===== config.mk =====
export PLATFORM = sky130hd
export DESIGN_NAME = frag_commit_fifo_flat
export DESIGN_NICKNAME = d
export VERILOG_FILES = /design/src/rtl/frag_commit_fifo_if.sv /design/src/rtl/frag_commit_fifo.sv /design/src/flat_wrapper.sv
export SDC_FILE = /design/constraint.sdc
export NUM_CORES = 2
export LEC_CHECK = 0
export ABC_CLOCK_PERIOD_IN_PS = 10690
export CORE_MARGIN = 5
export CORE_UTILIZATION = 45
export DETAILED_ROUTE_END_ITERATION = 16
export GPL_TIMING_DRIVEN = 0
export PLACE_DENSITY = 0.62
export SETUP_SLACK_MARGIN = 0.1
export SYNTH_ARGS = -nofsm -noshare
export SYNTH_HDL_FRONTEND = slang
export SYNTH_SLANG_ARGS = --single-unit

===== constraint.sdc =====
create_clock -name clk -period 10.69 [get_ports clk]
set_clock_uncertainty 0.2 [all_clocks]
set_input_delay 3.207 -clock clk [delete_from_list [all_inputs] [get_ports clk]]
set_output_delay 3.207 -clock clk [all_outputs]
set_load 0.01 [all_outputs]

===== src/rtl/frag_commit_fifo_if.sv =====
// Fragment FIFO bus: traverser write side, consumer read side and status flags.
//   master: drives wr_en/wr_data/wr_last/wr_abort/rd_en, observes read data and status
//   slave : the FIFO itself
interface frag_commit_fifo_if #(
    parameter int unsigned DATA_WIDTH = 32,
    parameter int unsigned ADDR_WIDTH = 6
);
    logic                  wr_en;
    logic [DATA_WIDTH-1:0] wr_data;
    logic                  wr_last;
    logic                  wr_abort;
    logic                  rd_en;
    logic [DATA_WIDTH-1:0] rd_data;
    logic                  rd_valid;
    logic                  full;
    logic                  empty;
    logic                  threshold;
    logic                  overflow;
    logic                  underflow;
    logic [ADDR_WIDTH:0]   count;
    logic [ADDR_WIDTH:0]   free;

    modport master (
        output wr_en, wr_data, wr_last, wr_abort, rd_en,
        input  rd_data, rd_valid, full, empty, threshold, overflow, underflow, count, free
    );

    modport slave (
        input  wr_en, wr_data, wr_last, wr_abort, rd_en,
        output rd_data, rd_valid, full, empty, threshold, overflow, underflow, count, free
    );
endinterface


===== src/rtl/frag_commit_fifo.sv =====
// Fragment FIFO with speculative staging: written words become readable only
// once the fragment's last word commits; pending words can be aborted or are
// dropped after an overflow so a partial fragment is never visible.
// Ports:
//   clk   - rising-edge clock
//   reset - asynchronous active-high reset
//   bus   - frag_commit_fifo_if.slave (write/commit/abort, read, status flags)
module frag_commit_fifo #(
    parameter int unsigned DATA_WIDTH = 32,
    parameter int unsigned ADDR_WIDTH = 6,
    parameter int unsigned THRESHOLD  = 48
) (
    input  logic                  clk,
    input  logic                  reset,
    frag_commit_fifo_if.slave     bus
);
    localparam int unsigned DEPTH = 1 << ADDR_WIDTH;
    localparam int unsigned PW    = ADDR_WIDTH + 1;

    logic [DATA_WIDTH-1:0] mem [DEPTH];

    logic [PW-1:0]         wp;
    logic [PW-1:0]         cp;
    logic [PW-1:0]         rp;
    logic                  drop;
    logic [DATA_WIDTH-1:0] rd_data_q;
    logic                  rd_valid_q;
    logic                  overflow_q;
    logic                  underflow_q;

    logic [PW-1:0] occupied_c;
    logic [PW-1:0] count_c;
    logic          full_c;
    logic          empty_c;
    logic          wr_acc_c;
    logic          wr_rej_c;
    logic          wr_discard_c;
    logic          rd_acc_c;

    // Status derived from the registered pointers
    always_comb begin
        occupied_c = wp - rp;
        count_c    = cp - rp;
        full_c     = (occupied_c == PW'(DEPTH));
        empty_c    = (count_c == '0);
    end

    // Write/read qualification from pre-edge state. A last word that arrives
    // after an overflow, or is itself rejected, throws away the whole fragment.
    always_comb begin
        wr_acc_c     = bus.wr_en & ~full_c & ~bus.wr_abort;
        wr_rej_c     = bus.wr_en &  full_c & ~bus.wr_abort;
        wr_discard_c = bus.wr_en & bus.wr_last & ~bus.wr_abort & (drop | full_c);
        rd_acc_c     = bus.rd_en & ~empty_c;
    end

    // Write side pointers and drop tracking
    always_ff @(posedge clk or posedge reset) begin
        if (reset) begin
            wp   <= '0;
            cp   <= '0;
            drop <= 1'b0;
        end else if (bus.wr_abort || wr_discard_c) begin
            wp   <= cp;
            drop <= 1'b0;
        end else if (wr_rej_c) begin
            drop <= 1'b1;
        end else if (wr_acc_c) begin
            wp <= wp + PW'(1);
            if (bus.wr_last) begin
                cp <= wp + PW'(1);
            end
        end
    end

    // Storage array, no reset needed
    always_ff @(posedge clk) begin
        if (wr_acc_c) begin
            mem[wp[ADDR_WIDTH-1:0]] <= bus.wr_data;
        end
    end

    // Read side and registered pulses
    always_ff @(posedge clk or posedge reset) begin
        if (reset) begin
            rp          <= '0;
            rd_data_q   <= '0;
            rd_valid_q  <= 1'b0;
            overflow_q  <= 1'b0;
            underflow_q <= 1'b0;
        end else begin
            rd_valid_q  <= rd_acc_c;
            underflow_q <= bus.rd_en & empty_c;
            overflow_q  <= wr_rej_c & ~wr_discard_c;
            if (rd_acc_c) begin
                rd_data_q <= mem[rp[ADDR_WIDTH-1:0]];
                rp        <= rp + PW'(1);
            end
        end
    end

    assign bus.rd_data   = rd_data_q;
    assign bus.rd_valid  = rd_valid_q;
    assign bus.overflow  = overflow_q;
    assign bus.underflow = underflow_q;
    assign bus.full      = full_c;
    assign bus.empty     = empty_c;
    assign bus.threshold = (occupied_c >= PW'(THRESHOLD));
    assign bus.count     = count_c;
    assign bus.free      = PW'(DEPTH) - occupied_c;
endmodule


===== src/flat_wrapper.sv =====
// flat-port wrapper written by rule: the top's interface ports become plain ports
module frag_commit_fifo_flat 
#(
    parameter int unsigned DATA_WIDTH = 32,
    parameter int unsigned ADDR_WIDTH = 6,
    parameter int unsigned THRESHOLD  = 48
)
  (clk, reset, bus_wr_en, bus_wr_data, bus_wr_last, bus_wr_abort, bus_rd_en, bus_rd_data, bus_rd_valid, bus_full, bus_empty, bus_threshold, bus_overflow, bus_underflow, bus_count, bus_free);
  frag_commit_fifo_if #(.DATA_WIDTH(DATA_WIDTH), .ADDR_WIDTH(ADDR_WIDTH)) bus_i ();
  input  logic clk;
  input  logic reset;
  input wire logic [$bits(bus_i.wr_en)-1:0] bus_wr_en;
  input wire logic [$bits(bus_i.wr_data)-1:0] bus_wr_data;
  input wire logic [$bits(bus_i.wr_last)-1:0] bus_wr_last;
  input wire logic [$bits(bus_i.wr_abort)-1:0] bus_wr_abort;
  input wire logic [$bits(bus_i.rd_en)-1:0] bus_rd_en;
  output wire logic [$bits(bus_i.rd_data)-1:0] bus_rd_data;
  output wire logic [$bits(bus_i.rd_valid)-1:0] bus_rd_valid;
  output wire logic [$bits(bus_i.full)-1:0] bus_full;
  output wire logic [$bits(bus_i.empty)-1:0] bus_empty;
  output wire logic [$bits(bus_i.threshold)-1:0] bus_threshold;
  output wire logic [$bits(bus_i.overflow)-1:0] bus_overflow;
  output wire logic [$bits(bus_i.underflow)-1:0] bus_underflow;
  output wire logic [$bits(bus_i.count)-1:0] bus_count;
  output wire logic [$bits(bus_i.free)-1:0] bus_free;
  assign bus_i.wr_en = bus_wr_en;
  assign bus_i.wr_data = bus_wr_data;
  assign bus_i.wr_last = bus_wr_last;
  assign bus_i.wr_abort = bus_wr_abort;
  assign bus_i.rd_en = bus_rd_en;
  assign bus_rd_data = bus_i.rd_data;
  assign bus_rd_valid = bus_i.rd_valid;
  assign bus_full = bus_i.full;
  assign bus_empty = bus_i.empty;
  assign bus_threshold = bus_i.threshold;
  assign bus_overflow = bus_i.overflow;
  assign bus_underflow = bus_i.underflow;
  assign bus_count = bus_i.count;
  assign bus_free = bus_i.free;
  frag_commit_fifo #(.DATA_WIDTH(DATA_WIDTH), .ADDR_WIDTH(ADDR_WIDTH), .THRESHOLD(THRESHOLD)) u_core (.clk(clk), .reset(reset), .bus(bus_i));
endmodule

==> After elaboration in Yosys (flattened, before gate mapping) <==
Memories as Yosys holds them, arrays and structs flattened. A register that Yosys moved wholly into a read port is not among the register bits.
Cells that the tools add are included.
{ "totals": {"regBits": 25, "ramBits": 2048, "input_bits": 38, "output_inout_bits": 52, "elab_cells": 46, "mem_count": 1} }
{ "memory_table": {"columns": ["memory", "depth", "width", "rd", "rd_clocked_by_memory_dff", "write_ports", "line_no", "source"], "rows": [
  ["u_core.mem", 64, 32, 1, 1, 1, "frag_commit_fifo.sv:20", "logic [DATA_WIDTH-1:0] mem [DEPTH];"]
]} }
{ "classes": {"add_sub_neg": 5, "order_cmp": 1, "eq_ne": 2, "mux": 7, "bitwise_logic": 17, "reduce_logical": 6} }
{ "ops": {"columns": ["operator", "count"], "rows": [
  ["2-to-1 mux 7 bit", 3],
  ["adder 7 x 1 -> 7 bit (second input constant)", 2],
  ["subtractor 7 bit", 2],
  ["AND 1 bit", 10],
  ["equality test 7 bit (second input constant)", 1],
  ["greater-or-equal comparator 7 x 6 -> 1 bit (second input constant)", 1],
  ["zero test 7 bit", 1],
  ["subtractor 7 bit (first input constant)", 1],
  ["inverter 1 bit", 6],
  ["2-to-1 mux 1 bit", 4],
  ["AND reduction 4 bit", 1],
  ["nonzero test 2 bit", 2],
  ["inequality test 2 bit (second input constant)", 1],
  ["AND reduction 2 bit", 1],
  ["logical OR 1 bit", 1],
  ["OR 1 bit", 1]
]} }

==> Depth between registers and ports, before layout <==
{ "logic_depth": {"depth_word": 8, "mapped_depth": 15, "ltp_nobuf": 12} }

==> Worst setup path before layout <==
Ideal clock, no wire load.
{ "synth_path": {"path_type": "register to output", "start": "register u_core.rp[2]", "end": "output port bus_empty", "arrival_time_ns": 3.366, "required_ns": 7.283, "slack_ns": 3.917, "stages_incl_launch_ff": 13, "n_path_buf": 4, "path_cell_list": "dfrtp_1 inv_2 clkbuf_1 clkbuf_1 buf_1 ha_1 nand2b_1 a21boi_0 o21a_1 o211ai_1 or4b_1 buf_2 nor2_1"} }
{ "synth_via": {"elab_chain_cells": 2} }
{ "synth_rtl": {"columns": ["item", "line_no", "source"], "rows": [
  ["from (decl)", "frag_commit_fifo.sv:24", "logic [PW-1:0] rp;"],
  ["from (signal assigned)", "frag_commit_fifo.sv:97", "rp <= rp + PW'(1);"],
  ["subtractor 7 bit", "frag_commit_fifo.sv:43", "count_c = cp - rp;"],
  ["named net bus_count[6]", "flat_wrapper.sv:24", "output wire logic [$bits(bus_i.count)-1:0] bus_count;"],
  ["zero test 7 bit", "frag_commit_fifo.sv:45", "empty_c = (count_c == '0);"],
  ["to (decl)", "flat_wrapper.sv:20", "output wire logic [$bits(bus_i.empty)-1:0] bus_empty;"]
]} }
The timed path passes the listed nets, and every way through them passes these cells.

==> Final worst setup path <==
{ "layout_path": {"start": "register u_core.rp[2]", "end": "output port bus_empty"} }
{ "layout_via": {"elab_chain_cells": 2} }
{ "layout_rtl": {"columns": ["item", "line_no"], "rows": [
  ["subtractor 7 bit", "frag_commit_fifo.sv:43"],
  ["zero test 7 bit", "frag_commit_fifo.sv:45"]
]} }
No other way between the ends.

==> results.ini <==
[clocking]
path_clk_slew_ps = 60
clk_latency_ps = 840
htree_levels = 4
cts_setup_buffers = 0
root_buffer = clkbuf_16
cts.sinks = 2105
cts_buffers = 205
cts-resized-gates = 1
hold_buffers = 0
cts_tree = built
ctsLongestPathBuffers = 3

[layout]
num-nets-final = 4103
drive_above_1_share = 0.267
final_cell_area_mm2 = 0.0938
multi_input_area_mm2 = 0.0178
final_core_util = 0.520
syn2layout_area_growth_pct = 15.3
regArea_mm2 = 0.0629
n_fill_cell = 14000

[global_routing]
antenna_found_initial = 9
grtUsageTotal = 0.235
grt_pass1_wl_mm = 313
grt_pass1_vias = 40300
gr-total-overflow = 0
grt_max_degree = 63

[logic_synthesis]
syn_nets = 3708
synthAdderAreaFrac = 0.00280
yosysUniqueCellTypes = 64
syn_inst = 3653
yosys_register_bits = 2105
yosys.area_share.simple = 0.0181
synth_top_family_by_area = multiplexers
yosysTopAreaCell = edfxtp_1
syn_area_per_cell_um2 = 22.3
netlist_area_mm2 = 0.0813
yosysWarnings = 0
ys_seq_area_frac = 0.774
synth_edf_count = 2048
ys_async_sr_fraction = 0.0271
yosys.area_share.xor_xnor = 0.00332
synth-compound-area-share = 0.0218
synth_mux_area_frac = 0.167
synth_top_area_frac = 0.756
synthFlopType = edfxtp_1
ys_top_cells_by_area = edfxtp_1 76%, mux4_2 15%, dfrtp_1 1.8%, mux2i_1 1.5%, a21oi_1 0.62%

[worst_setup_path]
arrival_ps = 6950
required_ps = 7280
cp_cell_sequence = inv_2 > clkbuf_2 > clkbuf_1 > buf_1 > ha_1 > o21ai_0 > a21boi_0 > or4_1 > nand3_1 > nor2_2 > clkdlybuf4s50_1
critical_path.max_stage_delay_ps = 770
path_buf_inv = 5
path_delay_family = buffers and inverters
criticalPathCategory = flip-flop to output port
startpoint_type = flip-flop
crit_path_max_fanout = 11
cp_slowest_cell = buf_1
crit_path_end_kind = output port

[detailed_routing]
drt_iter0_drc = 5580
drt_wl_total_mm = 224
avgViaCountPerCell = 6.16
wl_per_cell_um = 34.0
drc = 0
dr.pass1.iters = 8
num_vias = 40600
ant_nets = 0

[place]
portBuffers = 88
placed_cell_area_mm2 = 0.0875
hpwl_mm = 149
gp_congestion = 0.818

[sta]
fin_crit_sh = 0.969
tightestPinTransition_ps = 1410
min_period_ps = 10360
drv_slew = 0
slew_headroom = 0.0575
rsz0062_at_grt = false
finalSetupTns_ps = 0
holdWs_ps = 288
hold_violations = 0
fmax_ghz = 0.0966
setup_viol = 0

[pwr]
ir_drop_mv = 0.233
power_leakage_nw = 29.5
pwr_density_cell_mw_per_mm2 = 260
p_total_mw = 24.4

[floorplanning]
ios = 90
dieHeight_um = 435
start_util = 0.451
die_w_um = 435
core_mm2 = 0.180
die-area_mm2 = 0.189
rows = 156

[run_status]
outcome = complete, no violations

[worst_hold_path]
min_path_type = flip-flop to flip-flop

[run]
max_cap_viol_count = 0

cells in the mapped netlist, drive strengths merged (15+ instances only):
cell and instances:
a21oi 102, mux2 23, mux4 537, ha 15, nor2b 31, a221oi 38
nand2 91, mux2i 124, xnor2 20, inv 34, buf 112, dfrtp 57
a211oi 32, nor3 20, clkbuf 91, nor2 124, edfxtp 2048
registers in the layout, summed over array words and instances (netlist names), 7 cells and up:
| register | cells |
|---|---|
| u_core.mem | 2048 |
| u_core.wp | 7 |
| u_core.rp | 7 |
| u_core.cp | 7 |
| u_core.bus.rd_data | 32 |
per-layer routing:
metal  track usage  part of all wire  vias to the layer above
li1              -                 -                    16200
met1         0.330              0.39                    21900
met2         0.372              0.48                     2115
met3        0.0467             0.093                      360
met4        0.0799             0.037                        2
met5             0          0.000058                        -
cell type report:
class	count	share of cell area
Multi-Input combinational cell	1309	0.190
Tap cell	2370	0.0316
Timing Repair Buffer	188	0.0291
Antenna cell	4	0.000107
Sequential cell	2105	0.671
Clock buffer	272	0.0586
Clock inverter	100	0.00814
Inverter	36	0.00147
Buffer	203	0.00983
cell families after synthesis:
family | after synthesis
compound gates | 258
xor+xnor | 30
fa+ha+maj | 17
buf+inv | 239
flops | 2105
mux | 684
simple gates | 320
stage by stage:
| step | setup WS (ps) | cells |
|---|---|---|
| 2_1_floorplan | 3920 | 3653 |
| 3_3_place_gp | 293 | 6111 |
| 3_5_place_dp | 995 | 6211 |
| 4_1_cts | 306 | 6583 |
| 5_1_grt | 274 | 6584 |
| 6_report | 334 | 6587 |
path summary, 6_finish.rpt:
| kind | startpoint | to | slack [ps] | depth (start not counted) |
|---|---|---|---|---|
| min in group asynchronous | reset | u_core.bus.rd_data[9] | 2630 | 2 |
| max | u_core.rp[2] | bus_empty | 330 | 11 |
| min | u_core.bus.rd_data[17] | u_core.bus.rd_data[17] | 290 | 1 |
| min reg2reg | u_core.bus.rd_data[17] | u_core.bus.rd_data[17] | 290 | 1 |
| max reg2reg | u_core.rp[2] | u_core.mem[50][31] | 3100 | 14 |
| max in group asynchronous | reset | u_core.bus.rd_data[10] | 7060 | 3 |
cell usage in the layout, fill, tap and decap left out, drive strengths merged, types with 14 or more instances in the layout:
cell type	synthesis	layout
a211oi	32	32
a21oi	102	102
a221oi	38	38
a22oi	14	14
buf	112	244
clkbuf	91	363
clkdlybuf4s50	0	56
clkinv	2	85
dfrtp	57	57
edfxtp	2048	2048
ha	15	15
inv	34	40
mux2	23	23
mux2i	124	124
mux4	537	537
nand2	91	91
nor2	124	124
nor2b	31	31
nor3	20	20
o21ai	14	14
xnor2	20	20
power breakdown:
group	internal [mW]	total [mW]	switching, mW
logic	3.31	8.18	4.87
clock network	3.77	6.83	3.05
registers	9.29	9.42	0.123
total	16.4	24.4	8.05
Note: power is estimated with default switching activity, not from simulation.
